$ cat config.mk
export PLATFORM = sky130hd
export DESIGN_NAME = bp_fe_cmd_decoder
export DESIGN_NICKNAME = d
export VERILOG_FILES = /design/src/rtl/bp_common_pkg.sv /design/src/rtl/bp_fe_cmd_decoder_decode_comb.sv /design/src/rtl/bp_fe_cmd_decoder.sv
export SDC_FILE = /design/constraint.sdc
export NUM_CORES = 1
export LEC_CHECK = 0
export CAP_MARGIN = 20
export CORE_MARGIN = 4
export CORE_UTILIZATION = 46
export DETAILED_ROUTE_END_ITERATION = 8
export GPL_ROUTABILITY_DRIVEN = 0
export PLACE_DENSITY = 0.92
export RECOVER_POWER = 100
export SETUP_SLACK_MARGIN = 0.5
export SYNTH_ARGS = -nofsm -noshare
export SYNTH_HDL_FRONTEND = slang
export SYNTH_SLANG_ARGS = --single-unit
$ cat constraint.sdc
create_clock -name clk_i -period 3.38 [get_ports clk_i]
set_clock_uncertainty 0.15 [all_clocks]
set_input_delay 0.676 -clock clk_i [delete_from_list [all_inputs] [get_ports clk_i]]
set_output_delay 0.676 -clock clk_i [all_outputs]
set_load 0.01 [all_outputs]
$ cat src/rtl/bp_common_pkg.sv
// Shared FE command-channel types: opcode enums, packed command layout and
// the decoded action vector passed from the opcode decoder to the FE sequencer.
package bp_common_pkg;

   localparam int vaddr_width_gp = 39;
   localparam int bmeta_width_gp = 36;
   localparam int pte_width_gp   = 64;

   typedef enum logic [3:0] {
      e_op_state_reset          = 4'd0,
      e_op_pc_redirection       = 4'd1,
      e_op_icache_fill_response = 4'd2,
      e_op_icache_fence         = 4'd3,
      e_op_attaboy              = 4'd4,
      e_op_itlb_fill_response   = 4'd5,
      e_op_itlb_fence           = 4'd6,
      e_op_wait                 = 4'd7
   } bp_fe_command_queue_opcodes_e;

   typedef enum logic [2:0] {
      e_subop_translation_switch = 3'd0,
      e_subop_eret               = 3'd1,
      e_subop_interrupt          = 3'd2,
      e_subop_branch_mispredict  = 3'd3,
      e_subop_trap               = 3'd4,
      e_subop_context_switch     = 3'd5,
      e_subop_resume             = 3'd6
   } bp_fe_command_queue_subopcodes_e;

   typedef enum logic [1:0] {
      e_incorrect_pred_taken  = 2'd0,
      e_incorrect_pred_ntaken = 2'd1,
      e_not_a_branch          = 2'd2
   } bp_fe_misprediction_reason_e;

   // Every operand view is padded to the widest member (the ITLB fill PTE).
   localparam int fe_cmd_operands_width_gp = pte_width_gp;
   localparam int redirect_pad_width_gp    = fe_cmd_operands_width_gp - (3 + 2 + 2 + 1 + bmeta_width_gp);
   localparam int attaboy_pad_width_gp     = fe_cmd_operands_width_gp - (1 + bmeta_width_gp);

   // Used by pc_redirection and state_reset alike.
   typedef struct packed {
      logic [redirect_pad_width_gp-1:0] pad;
      bp_fe_command_queue_subopcodes_e  subop;
      bp_fe_misprediction_reason_e      reason;
      logic [1:0]                       priv;
      logic                             tr_en;
      logic [bmeta_width_gp-1:0]        meta;
   } bp_fe_cmd_pc_redirect_operands_s;

   typedef struct packed {
      logic [attaboy_pad_width_gp-1:0] pad;
      logic                            taken;
      logic [bmeta_width_gp-1:0]       meta;
   } bp_fe_cmd_attaboy_s;

   typedef struct packed {
      logic [pte_width_gp-1:0] pte;
   } bp_fe_cmd_itlb_fill_response_s;

   typedef union packed {
      bp_fe_cmd_pc_redirect_operands_s pc_redirect;
      bp_fe_cmd_attaboy_s              attaboy;
      bp_fe_cmd_itlb_fill_response_s   itlb_fill;
   } bp_fe_cmd_operands_u;

   typedef struct packed {
      bp_fe_command_queue_opcodes_e opcode;
      logic [vaddr_width_gp-1:0]    npc;
      bp_fe_cmd_operands_u          operands;
   } bp_fe_cmd_s;

   localparam int fe_cmd_width_gp = $bits(bp_fe_cmd_s);

   typedef enum logic [1:0] {
      e_reset = 2'd0,
      e_run   = 2'd1,
      e_fence = 2'd2,
      e_wait  = 2'd3
   } bp_fe_cmd_decoder_state_e;

   typedef struct packed {
      logic                      redirect;
      logic                      load_priv;
      logic [1:0]                priv;
      logic                      tr_en;
      logic                      br_update;
      logic                      mispredict;
      logic                      taken;
      logic [bmeta_width_gp-1:0] meta;
      logic                      itlb_w;
      logic                      itlb_flush;
      logic                      icache_fence;
      logic                      state_reset;
      logic                      go_wait;
      logic                      resume;
      logic                      need_idle;
   } bp_fe_cmd_action_s;

endpackage

$ cat src/rtl/bp_fe_cmd_decoder_decode_comb.sv
// Pure opcode-to-action decode of one FE command; no state, no gating by FSM.
module bp_fe_cmd_decode_comb
   import bp_common_pkg::*;
(
   input  bp_fe_cmd_s        fe_cmd_i,
   output bp_fe_cmd_action_s action_o
);

   bp_fe_cmd_pc_redirect_operands_s redir;
   bp_fe_cmd_attaboy_s              ab;
   logic                            unused_bits;

   assign redir       = fe_cmd_i.operands.pc_redirect;
   assign ab          = fe_cmd_i.operands.attaboy;
   assign unused_bits = ^{fe_cmd_i.npc, redir.pad, ab.pad};

   always_comb begin
      action_o       = '0;
      action_o.priv  = redir.priv;
      action_o.tr_en = redir.tr_en;
      action_o.meta  = redir.meta;
      // A mispredict resolved as taken is one the predictor called not-taken.
      action_o.taken = (redir.reason == e_incorrect_pred_ntaken);
      case (fe_cmd_i.opcode)
         e_op_state_reset: begin
            action_o.redirect    = 1'b1;
            action_o.load_priv   = 1'b1;
            action_o.state_reset = 1'b1;
            action_o.need_idle   = 1'b1;
         end
         e_op_pc_redirection: begin
            action_o.redirect  = 1'b1;
            action_o.load_priv = 1'b1;
            action_o.resume    = (redir.subop == e_subop_resume);
            if (redir.subop == e_subop_branch_mispredict) begin
               action_o.br_update  = 1'b1;
               action_o.mispredict = 1'b1;
            end
         end
         e_op_icache_fill_response: action_o.redirect = 1'b1;
         e_op_icache_fence: begin
            action_o.icache_fence = 1'b1;
            action_o.need_idle    = 1'b1;
         end
         e_op_attaboy: begin
            action_o.br_update = 1'b1;
            action_o.taken     = ab.taken;
            action_o.meta      = ab.meta;
         end
         e_op_itlb_fill_response: begin
            action_o.itlb_w   = 1'b1;
            action_o.redirect = 1'b1;
         end
         e_op_itlb_fence: begin
            action_o.itlb_flush = 1'b1;
            action_o.redirect   = 1'b1;
         end
         e_op_wait: action_o.go_wait = 1'b1;
         default: ;
      endcase
   end

endmodule

$ cat src/rtl/bp_fe_cmd_decoder.sv
// FE end of the BE-to-FE command channel: accepts commands, sequences fence and
// wait, and drives registered one-cycle action pulses plus a mispredict counter.
module bp_fe_cmd_decoder
   import bp_common_pkg::*;
#(
   parameter int vaddr_width_p  = vaddr_width_gp,
   parameter int bmeta_width_p  = bmeta_width_gp,
   parameter int pte_width_p    = pte_width_gp,
   parameter int fe_cmd_width_p = fe_cmd_width_gp,
   parameter int cnt_width_p    = 16
) (
   input  logic                     clk_i,
   input  logic                     reset_n_i,
   input  logic [fe_cmd_width_p-1:0] fe_cmd_i,
   input  logic                     fe_cmd_v_i,
   output logic                     fe_cmd_yumi_o,
   input  logic                     icache_busy_i,
   input  logic                     icache_fence_done_i,
   output logic                     redirect_v_o,
   output logic [vaddr_width_p-1:0] redirect_npc_o,
   output logic [1:0]               redirect_priv_o,
   output logic                     redirect_tr_en_o,
   output logic                     br_update_v_o,
   output logic                     br_update_mispredict_o,
   output logic                     br_update_taken_o,
   output logic [bmeta_width_p-1:0] br_update_meta_o,
   output logic                     itlb_w_v_o,
   output logic [vaddr_width_p-1:0] itlb_w_vaddr_o,
   output logic [pte_width_p-1:0]   itlb_w_pte_o,
   output logic                     itlb_flush_o,
   output logic                     icache_fence_v_o,
   output logic                     state_reset_o,
   output logic                     fe_waiting_o,
   output logic [cnt_width_p-1:0]   mispredict_cnt_o
);

   bp_fe_cmd_s               cmd;
   bp_fe_cmd_action_s        act;
   bp_fe_cmd_decoder_state_e state_q, state_d;
   logic                     accept;
   logic                     redirect_v_d, br_update_v_d, itlb_w_v_d;
   logic                     itlb_flush_d, icache_fence_v_d, state_reset_d, load_priv_d;
   logic [vaddr_width_p-1:0] redirect_npc_d;

   logic                     redirect_v_q, br_update_v_q, itlb_w_v_q;
   logic                     itlb_flush_q, icache_fence_v_q, state_reset_q;
   logic [vaddr_width_p-1:0] redirect_npc_q, itlb_w_vaddr_q, fence_npc_q;
   logic [1:0]               priv_q;
   logic                     tr_en_q, mispredict_q, taken_q;
   logic [bmeta_width_p-1:0] meta_q;
   logic [pte_width_p-1:0]   pte_q;
   logic [cnt_width_p-1:0]   cnt_q;

   assign cmd = fe_cmd_i;

   bp_fe_cmd_decode_comb decode (
      .fe_cmd_i (cmd),
      .action_o (act)
   );

   always_comb begin
      accept = 1'b0;
      unique case (state_q)
         e_reset: accept = ~(act.state_reset & icache_busy_i);
         e_run:   accept = ~(act.need_idle & icache_busy_i);
         e_fence: accept = 1'b0;
         e_wait:  accept = act.resume | (act.state_reset & ~icache_busy_i);
      endcase
   end

   assign fe_cmd_yumi_o = fe_cmd_v_i & accept;

   always_comb begin
      state_d          = state_q;
      redirect_v_d     = 1'b0;
      br_update_v_d    = 1'b0;
      itlb_w_v_d       = 1'b0;
      itlb_flush_d     = 1'b0;
      icache_fence_v_d = 1'b0;
      state_reset_d    = 1'b0;
      load_priv_d      = 1'b0;
      redirect_npc_d   = cmd.npc;
      unique case (state_q)
         e_reset: begin
            // Until the FE is brought up, everything but state_reset is discarded.
            if (fe_cmd_yumi_o && act.state_reset) begin
               redirect_v_d  = 1'b1;
               load_priv_d   = 1'b1;
               state_reset_d = 1'b1;
               state_d       = e_run;
            end
         end
         e_run: begin
            if (fe_cmd_yumi_o) begin
               redirect_v_d     = act.redirect;
               load_priv_d      = act.load_priv;
               br_update_v_d    = act.br_update;
               itlb_w_v_d       = act.itlb_w;
               itlb_flush_d     = act.itlb_flush;
               icache_fence_v_d = act.icache_fence;
               state_reset_d    = act.state_reset;
               if (act.icache_fence) state_d = e_fence;
               if (act.go_wait)      state_d = e_wait;
            end
         end
         e_fence: begin
            if (icache_fence_done_i) begin
               redirect_v_d   = 1'b1;
               redirect_npc_d = fence_npc_q;
               state_d        = e_run;
            end
         end
         e_wait: begin
            if (fe_cmd_yumi_o) begin
               redirect_v_d  = 1'b1;
               load_priv_d   = 1'b1;
               state_reset_d = act.state_reset;
               state_d       = e_run;
            end
         end
      endcase
   end

   always_ff @(posedge clk_i or negedge reset_n_i) begin
      if (!reset_n_i) begin
         state_q          <= e_reset;
         redirect_v_q     <= 1'b0;
         br_update_v_q    <= 1'b0;
         itlb_w_v_q       <= 1'b0;
         itlb_flush_q     <= 1'b0;
         icache_fence_v_q <= 1'b0;
         state_reset_q    <= 1'b0;
         redirect_npc_q   <= '0;
         itlb_w_vaddr_q   <= '0;
         fence_npc_q      <= '0;
         priv_q           <= '0;
         tr_en_q          <= 1'b0;
         mispredict_q     <= 1'b0;
         taken_q          <= 1'b0;
         meta_q           <= '0;
         pte_q            <= '0;
         cnt_q            <= '0;
      end else begin
         state_q          <= state_d;
         redirect_v_q     <= redirect_v_d;
         br_update_v_q    <= br_update_v_d;
         itlb_w_v_q       <= itlb_w_v_d;
         itlb_flush_q     <= itlb_flush_d;
         icache_fence_v_q <= icache_fence_v_d;
         state_reset_q    <= state_reset_d;
         if (redirect_v_d) redirect_npc_q <= redirect_npc_d;
         // Fills and fences keep the current privilege; only commands carrying it reload it.
         if (redirect_v_d && load_priv_d) begin
            priv_q  <= act.priv;
            tr_en_q <= act.tr_en;
         end
         if (br_update_v_d) begin
            mispredict_q <= act.mispredict;
            taken_q      <= act.taken;
            meta_q       <= act.meta;
            if (act.mispredict && (cnt_q != '1)) cnt_q <= cnt_q + cnt_width_p'(1);
         end
         if (itlb_w_v_d) begin
            itlb_w_vaddr_q <= cmd.npc;
            pte_q          <= cmd.operands.itlb_fill.pte;
         end
         if (icache_fence_v_d) fence_npc_q <= cmd.npc;
      end
   end

   assign redirect_v_o           = redirect_v_q;
   assign redirect_npc_o         = redirect_npc_q;
   assign redirect_priv_o        = priv_q;
   assign redirect_tr_en_o       = tr_en_q;
   assign br_update_v_o          = br_update_v_q;
   assign br_update_mispredict_o = mispredict_q;
   assign br_update_taken_o      = taken_q;
   assign br_update_meta_o       = meta_q;
   assign itlb_w_v_o             = itlb_w_v_q;
   assign itlb_w_vaddr_o         = itlb_w_vaddr_q;
   assign itlb_w_pte_o           = pte_q;
   assign itlb_flush_o           = itlb_flush_q;
   assign icache_fence_v_o       = icache_fence_v_q;
   assign state_reset_o          = state_reset_q;
   assign fe_waiting_o           = (state_q == e_wait);
   assign mispredict_cnt_o       = cnt_q;

endmodule

# After elaboration in Yosys (flattened, before gate mapping)
# Index checks and enable logic that the tools add are counted.
[word_totals] regBits=246 in_bits=112 output_inout_bits=207 elab_cells=96
[op_classes] n_addsub=1 eq_ne=19 muxes=40 n_bitwise=8 reduce_logical=11
[op_table] operator="two-way mux 39 bit" n=2
[op_table] operator="two-way mux 37 bit" n=1
[op_table] operator="two-way mux 1 bit" n=24
[op_table] operator="adder 16 x 1 -> 16 bit, second input constant" n=1
[op_table] operator="== test 4 x 3 -> 1 bit, second input constant" n=4
[op_table] operator="inequality test 16 bit, second input constant" n=1
[op_table] operator="two-way mux 2 bit" n=7
[op_table] operator="== test 4 x 2 -> 1 bit, second input constant" n=2
[op_table] operator="inequality test 2 bit, second input constant" n=4
[op_table] operator="case mux 1 bit (4 select lines)" n=2
[op_table] operator="case mux 2 bit (4 select lines)" n=1
[op_table] operator="OR reduction 2 bit" n=3
[op_table] operator="AND reduction 5 bit" n=1
[op_table] operator="OR reduction 5 bit" n=1
[op_table] operator="AND 1 bit" n=4
[op_table] operator="== test 2 x 1 -> 1 bit, second input constant" n=2
[op_table] operator="== test 2 bit, second input constant" n=2
[op_table] operator="== test 4 x 1 -> 1 bit, second input constant" n=1
[op_table] operator="zero test 4 bit" n=1
[op_table] operator="case mux 1 bit (2 select lines)" n=2
[op_table] operator="== test 3 x 2 -> 1 bit, second input constant" n=1
[op_table] operator="== test 3 bit, second input constant" n=1
[op_table] operator="logical AND 1 bit" n=3
[op_table] operator="inequality test 3 bit, second input constant" n=1
[op_table] operator="other kinds (5)" n=7

# Depth between registers and ports, before layout
# Gate-level depths: netlist (run 1).
[logic_depth] depth_word=11 mapped_depth=8 depth_no_buf=5

# Modules after synthesis
# Synthesis (run 1) repeated with hierarchy kept, for this count alone.
[hier_totals] hier_cells=773 area_unflattened_um2=10203.5
[modules_own_cells] mod="bp_fe_cmd_decoder" n_inst=1 cells_each=711 area_each_um2=9749.4 seq_area_each_um2=6155.9
[modules_own_cells] mod="bp_fe_cmd_decode_comb" n_inst=1 cells_each=62 area_each_um2=454.2 seq_area_each_um2=0.0

# Worst setup path after synthesis (run 1)
# OpenSTA, ideal clock, no wires.
[synth_path] path_kind="input port to flip-flop" from="input port fe_cmd_i[104]" to="register redirect_npc_q[28] (netlist: redirect_npc_o[28])" setup_ns=0.123 t_arrival_ns=2.581 required_ns=3.107 setup_slack_ns=0.526 stages=7 n_path_buf=2 cell_sequence="or4_4 > or3b_4 > a32oi_4 > nand3b_2 > buf_4 > buf_6 > o221a_1"
[synth_via] elab_chain_cells=10 word_cells_on_any_way=25 cone_classes="5 x eq/ne; 9 x mux; 7 x bitwise; 4 x reduce/logical"
[synth_lines] element="start: declaration" line_no="bp_fe_cmd_decoder.sv:14" rtl="input logic [fe_cmd_width_p-1:0] fe_cmd_i,"
[synth_lines] element="== test 4 x 2 -> 1 bit or zero test 4 bit (tied branches)" line_no="bp_fe_cmd_decoder_decode_comb.sv:24" rtl="case (fe_cmd_i.opcode)"
[synth_lines] element="OR reduction 2 bit (no source line)"
[synth_lines] element="two-way mux 1 bit" line_no="bp_fe_cmd_decoder_decode_comb.sv:24"
[synth_lines] element="AND 1 bit" line_no="bp_fe_cmd_decoder.sv:65" rtl="e_run: accept = ~(act.need_idle & icache_busy_i);"
[synth_lines] element="inverter 1 bit" line_no="bp_fe_cmd_decoder.sv:65"
[synth_lines] element="case mux 1 bit (4 select lines) *" line_no="bp_fe_cmd_decoder.sv:63" rtl="unique case (state_q)"
[synth_lines] element="AND 1 bit *" line_no="bp_fe_cmd_decoder.sv:71" rtl="assign fe_cmd_yumi_o = fe_cmd_v_i & accept;"
[synth_lines] element="via fe_cmd_yumi_o" line_no="bp_fe_cmd_decoder.sv:16" rtl="output logic fe_cmd_yumi_o,"
[synth_lines] element="logical AND 1 bit" line_no="bp_fe_cmd_decoder.sv:86" rtl="if (fe_cmd_yumi_o && act.state_reset) begin"
[synth_lines] element="two-way mux 1 bit" line_no="bp_fe_cmd_decoder.sv:86"
[synth_lines] element="case mux 1 bit (4 select lines) *" line_no="bp_fe_cmd_decoder.sv:83" rtl="unique case (state_q)"
[synth_lines] element="end signal: assignment" line_no="bp_fe_cmd_decoder.sv:151" rtl="if (redirect_v_d) redirect_npc_q <= redirect_npc_d;"
[synth_lines] element="end: declaration" line_no="bp_fe_cmd_decoder.sv:47" rtl="logic [vaddr_width_p-1:0] redirect_npc_q, itlb_w_vaddr_q, fence_npc_q;"
# The timed path passes the listed nets; every way through them passes the cells marked *.
# A chain may end at the register's enable or synchronous reset.

# Worst setup path after layout (run 1)
[layout_path] from="input port fe_cmd_i[106]" to="output port fe_cmd_yumi_o"
[layout_via] elab_chain_cells=7 word_cells_on_any_way=15 cone_classes="2 x eq/ne; 4 x mux; 7 x bitwise; 2 x reduce/logical"
[layout_lines] element="== test 4 x 2 -> 1 bit or zero test 4 bit (tied branches)" line_no="bp_fe_cmd_decoder_decode_comb.sv:24"
[layout_lines] element="OR reduction 2 bit (no source line)"
[layout_lines] element="two-way mux 1 bit" line_no="bp_fe_cmd_decoder_decode_comb.sv:24"
[layout_lines] element="AND 1 bit" line_no="bp_fe_cmd_decoder.sv:65"
[layout_lines] element="inverter 1 bit" line_no="bp_fe_cmd_decoder.sv:65"
[layout_lines] element="case mux 1 bit (4 select lines) *" line_no="bp_fe_cmd_decoder.sv:63"
[layout_lines] element="AND 1 bit *" line_no="bp_fe_cmd_decoder.sv:71"
[layout_lines] element="end: declaration" line_no="bp_fe_cmd_decoder.sv:16"
# Every way passes the cells marked *; elsewhere a longest branch is shown, timed or not.

==> results of run 1 <==
-- logic make-up (layout without fill, tap and decap cells) --
logic type | Yosys count | count (layout)
compound gates | 54 | 54
xor+xnor | 12 | 12
fa+ha+maj | 1 | 1
buf+inv | 42 | 397
flops | 246 | 246
mux | 184 | 184
simple gates | 114 | 114
-- flip-flops by register name, summed over array words and instances (netlist names), 2 cells and up --
name / count
redirect_priv_o: 2
state_q: 2
br_update_meta_o: 36
mispredict_cnt_o: 16
fence_npc_q: 39
redirect_npc_o: 39
itlb_w_pte_o: 64
itlb_w_vaddr_o: 39
-- power by group --
part / switching, W / internal, W
clock network: 0.00115 / 0.00168
logic: 0.00174 / 0.00244
registers: 0.000613 / 0.00409
-- per-layer routing --
metal | routed length, um | share of wire | global-route usage
met1 | 10270 | 0.38 | 0.2644
met2 | 13840 | 0.51 | 0.3992
met3 | 2309 | 0.086 | 0.07645
met4 | 539 | 0.020 | 0.04205
met5 | 0 | 0 | 0
-- timing repair --
action | 4_1_cts | 5_1_grt
setup buffers | 1 | 1
setup endpoints to repair | 2 | 2
gates resized for setup | 23 | 4
pin swaps | 3 | 3
-- layout by cell type (no fill, tap or decap), types with 6 or more instances in the layout --
| cell type | n |
|---|---|
| xor2_1 | 7 |
| nor3_1 | 6 |
| nor2_1 | 12 |
| buf_12 | 7 |
| nand3_1 | 9 |
| buf_4 | 15 |
| o221a_2 | 29 |
| clkbuf_16 | 26 |
| clkdlybuf4s50_1 | 106 |
| clkbuf_2 | 7 |
| o221a_1 | 10 |
| mux2_2 | 183 |
| dlygate4sd3_1 | 206 |
| clkbuf_1 | 8 |
| dfrtp_1 | 245 |
| nand2_1 | 17 |
| or3_1 | 40 |
| nand4_1 | 7 |
-- worst max-delay path by stage --
| stage | start | endpoint | slack [ps] | depth (start not counted) |
|---|---|---|---|---|
| 2_1_floorplan | fe_cmd_i[104] | redirect_npc_o[28] | 530 | 7 |
| 3_3_place_gp | fe_cmd_i[104] | fe_cmd_yumi_o | -360 | 5 |
| 3_5_place_dp | fe_cmd_i[104] | fe_cmd_yumi_o | -370 | 5 |
| 4_1_cts | fe_cmd_i[105] | fe_cmd_yumi_o | 420 | 5 |
| 5_1_grt | reset_n_i | itlb_w_vaddr_o[9] | 240 | 2 |
| 6_report | fe_cmd_i[106] | fe_cmd_yumi_o | 300 | 5 |
-- layout make-up --
type,instances,share of cell area
Clock inverter,10,0.008530
Clock buffer,35,0.05162
Multi-Input combinational cell,365,0.2395
Tap cell,270,0.02374
Sequential cell,246,0.4328
Timing Repair Buffer,349,0.2431
Inverter,3,0.0007915
-- worst max-delay path: cells and delay by family --
kind            cells  cell delay (ps)
simple gates        2              960
compound gates      1              290
buf+inv             2              330
-- per-stage QoR --
step	power [W]	utilization	hold slack [ps]	TNS [ps]	instance area [um^2]
after global placement	0.009170	0.6546	331.6	-360.9	13460
after global routing	0.01233	0.6920	356.8	0	14230
after floorplan	0.006521	-	230.4	0	9749
after detailed placement	0.009395	0.6546	339.8	-366.0	13460
after CTS	0.01232	0.6963	26.89	0	14320
final	0.01171	0.6920	347.5	0	14230
-- synth_stat cells (4+ instances only) --
| cell | number | area [um^2] |
|---|---|---|
| a21oi_1 | 5 | 25.02 |
| and3_1 | 4 | 25.02 |
| buf_2 | 12 | 60.06 |
| clkbuf_1 | 25 | 93.84 |
| dfrtp_1 | 246 | 6156 |
| mux2_2 | 184 | 2072 |
| nand2_1 | 17 | 63.81 |
| nand3_1 | 9 | 45.04 |
| nand4_1 | 7 | 43.79 |
| nor2_1 | 12 | 45.04 |
| nor3_1 | 6 | 30.03 |
| nor3b_1 | 4 | 30.03 |
| o221a_1 | 10 | 112.6 |
| o221a_2 | 29 | 326.6 |
| or3_1 | 40 | 250.2 |
| xnor2_1 | 5 | 43.79 |
| xor2_1 | 7 | 61.31 |
==> impl_metrics.tcl, run 1 <==
set metrics [dict create \
    worstRegToRegCells 5 \
    n_fill_cell 1404 \
    clkSlewWorstSetupHoldPaths_ps 60 \
    synth_fa_ha_area_frac 0.001283 \
    antenna-diode-count 0 \
    hold_path.startpoint "fence_npc_q[19]" \
    grtUsageTotal 0.2233 \
    startpoint_of_the_worst_slack_reg_to_reg_timing_path "state_q[0]" \
    synth_async_sr_flop_share 1.000 \
    run_status "complete, but fails checks" \
    ys_ff_latch 246 \
    fin_nets 1104 \
    grt_antenna_before_repair 0 \
    vias 6896 \
    max-vdd-ir-drop_mv 0.5649 \
    drtAntennaViolNets 0 \
    synthesis.instances 653 \
    via_count_of_the_first_global_routing_pass 7550 \
    period_minus_slack_ps 3081 \
    synth-seq-area-share 0.6314 \
    seqCellArea_um2 6157 \
    number_of_h_tree_levels 1 \
    syn-num-nets 766 \
    place.detailed.hpwl_mm 19.15 \
    timing.critical_path.slowest_cell_delay_ps 570 \
    io_pins 319 \
    worstMarginPinSlew_ps 2363 \
    violations "capacitance limit, slew limit" \
    wl_mm 26.96 \
    cts.path.max_buffers 3 \
    hold_class "reg2reg" \
    main_combinational_cell_family_by_area_after_synthesis "multiplexers" \
    chipHeight_um 153.6 \
    reg2reg_setup_slack_ps 460 \
    hold_buffers 0 \
    starting_density 0.4742 \
    detail_route.drc_violations 0 \
    yosys.area_share.xor_xnor 0.01078 \
    firstDrtPassIters 6 \
    grt_total_ovfl 0 \
    synth-edff-count 0 \
    power.density_cell_area_nw_per_um2 823.1 \
    grt_first_pass_wirelength_mm 43.01 \
    cts_tree "yes" \
    avgRoutedWirePerCell_um 21.09 \
    slew-limit-headroom -0.5754 \
    report.final.setup_viol 0 \
    share_of_layout_cells_above_drive_strength_1 0.2897 \
    place_inst 1231 \
    fmax_ghz 0.3246 \
    post_synth_num_cell_types 38 \
    die_area_um2 23590 \
    standard_cell_row_count 52 \
    end_kind "output pin" \
    finalHoldViolations 0 \
    timing.critical_path.required_ps 2550 \
    tritoncts.num_buffers 26 \
    avgViaCountPerCell 5.396 \
    drt_iter0_drc 250 \
    synth.yosys.warnings 0 \
    pin_count_of_the_biggest_net_entering_global_routing 92 \
    cell_at_the_root_of_the_clock_tree "clkbuf_16" \
    maxCapViolations 1 \
    rsz0062_at_grt "true" \
    synthFlopType "dfrtp_1" \
    syn2layout_area_growth_pct 45.93 \
    synth-compound-area-share 0.05762 \
    worst_skew_pair.late_latency_ps 530 \
    layoutNonFillerInstCount 1278 \
    synth_mux_area_frac 0.2125 \
    cp-start-kind "primary input" \
    p_leak_nw 6.352 \
    reg2reg_to "itlb_w_vaddr_o[27]" \
    synth.cell_area_um2 9749 \
    die-width_um 153.6 \
    path_max_fanout 2 \
    cp_slowest_cell "or4_1" \
    worstHoldPathCells 1 \
    path_cells "buf_6 > or4_1 > or3b_4 > a32oi_1 > clkbuf_1" \
    crit_arrival_ps 2250 \
    final.period_utilization 0.9115 \
    whs_endpoint "fence_npc_q[19]" \
    synth_area_per_cell_um2 14.93 \
    final.setup.worst_slack_ps 299.1 \
    synth-simple-area-share 0.06751 \
    core_region_area_um2 20560 \
    placement.io_buffers 318 \
    timing.setup.critical_path_class "in2out" \
    final-max-slew-violation-count 91 \
    numClockSinks 246 \
    preCtsSetupSlack_ps -366.0 \
    multi_input_comb_area_um2 3407 \
]
Note: power is estimated with default switching activity, not from simulation.
==> run 2, diff against run 1 <==
--- a/config.mk
+++ b/config.mk
@@ -5,6 +5,7 @@
 export SDC_FILE = /design/constraint.sdc
 export NUM_CORES = 1
 export LEC_CHECK = 0
+export ABC_CLOCK_PERIOD_IN_PS = 3380
 export CAP_MARGIN = 20
 export CORE_MARGIN = 4
 export CORE_UTILIZATION = 46
==> results of run 2 <==
Same layout as run 1: the final DEF is identical, and so are final timing and power.
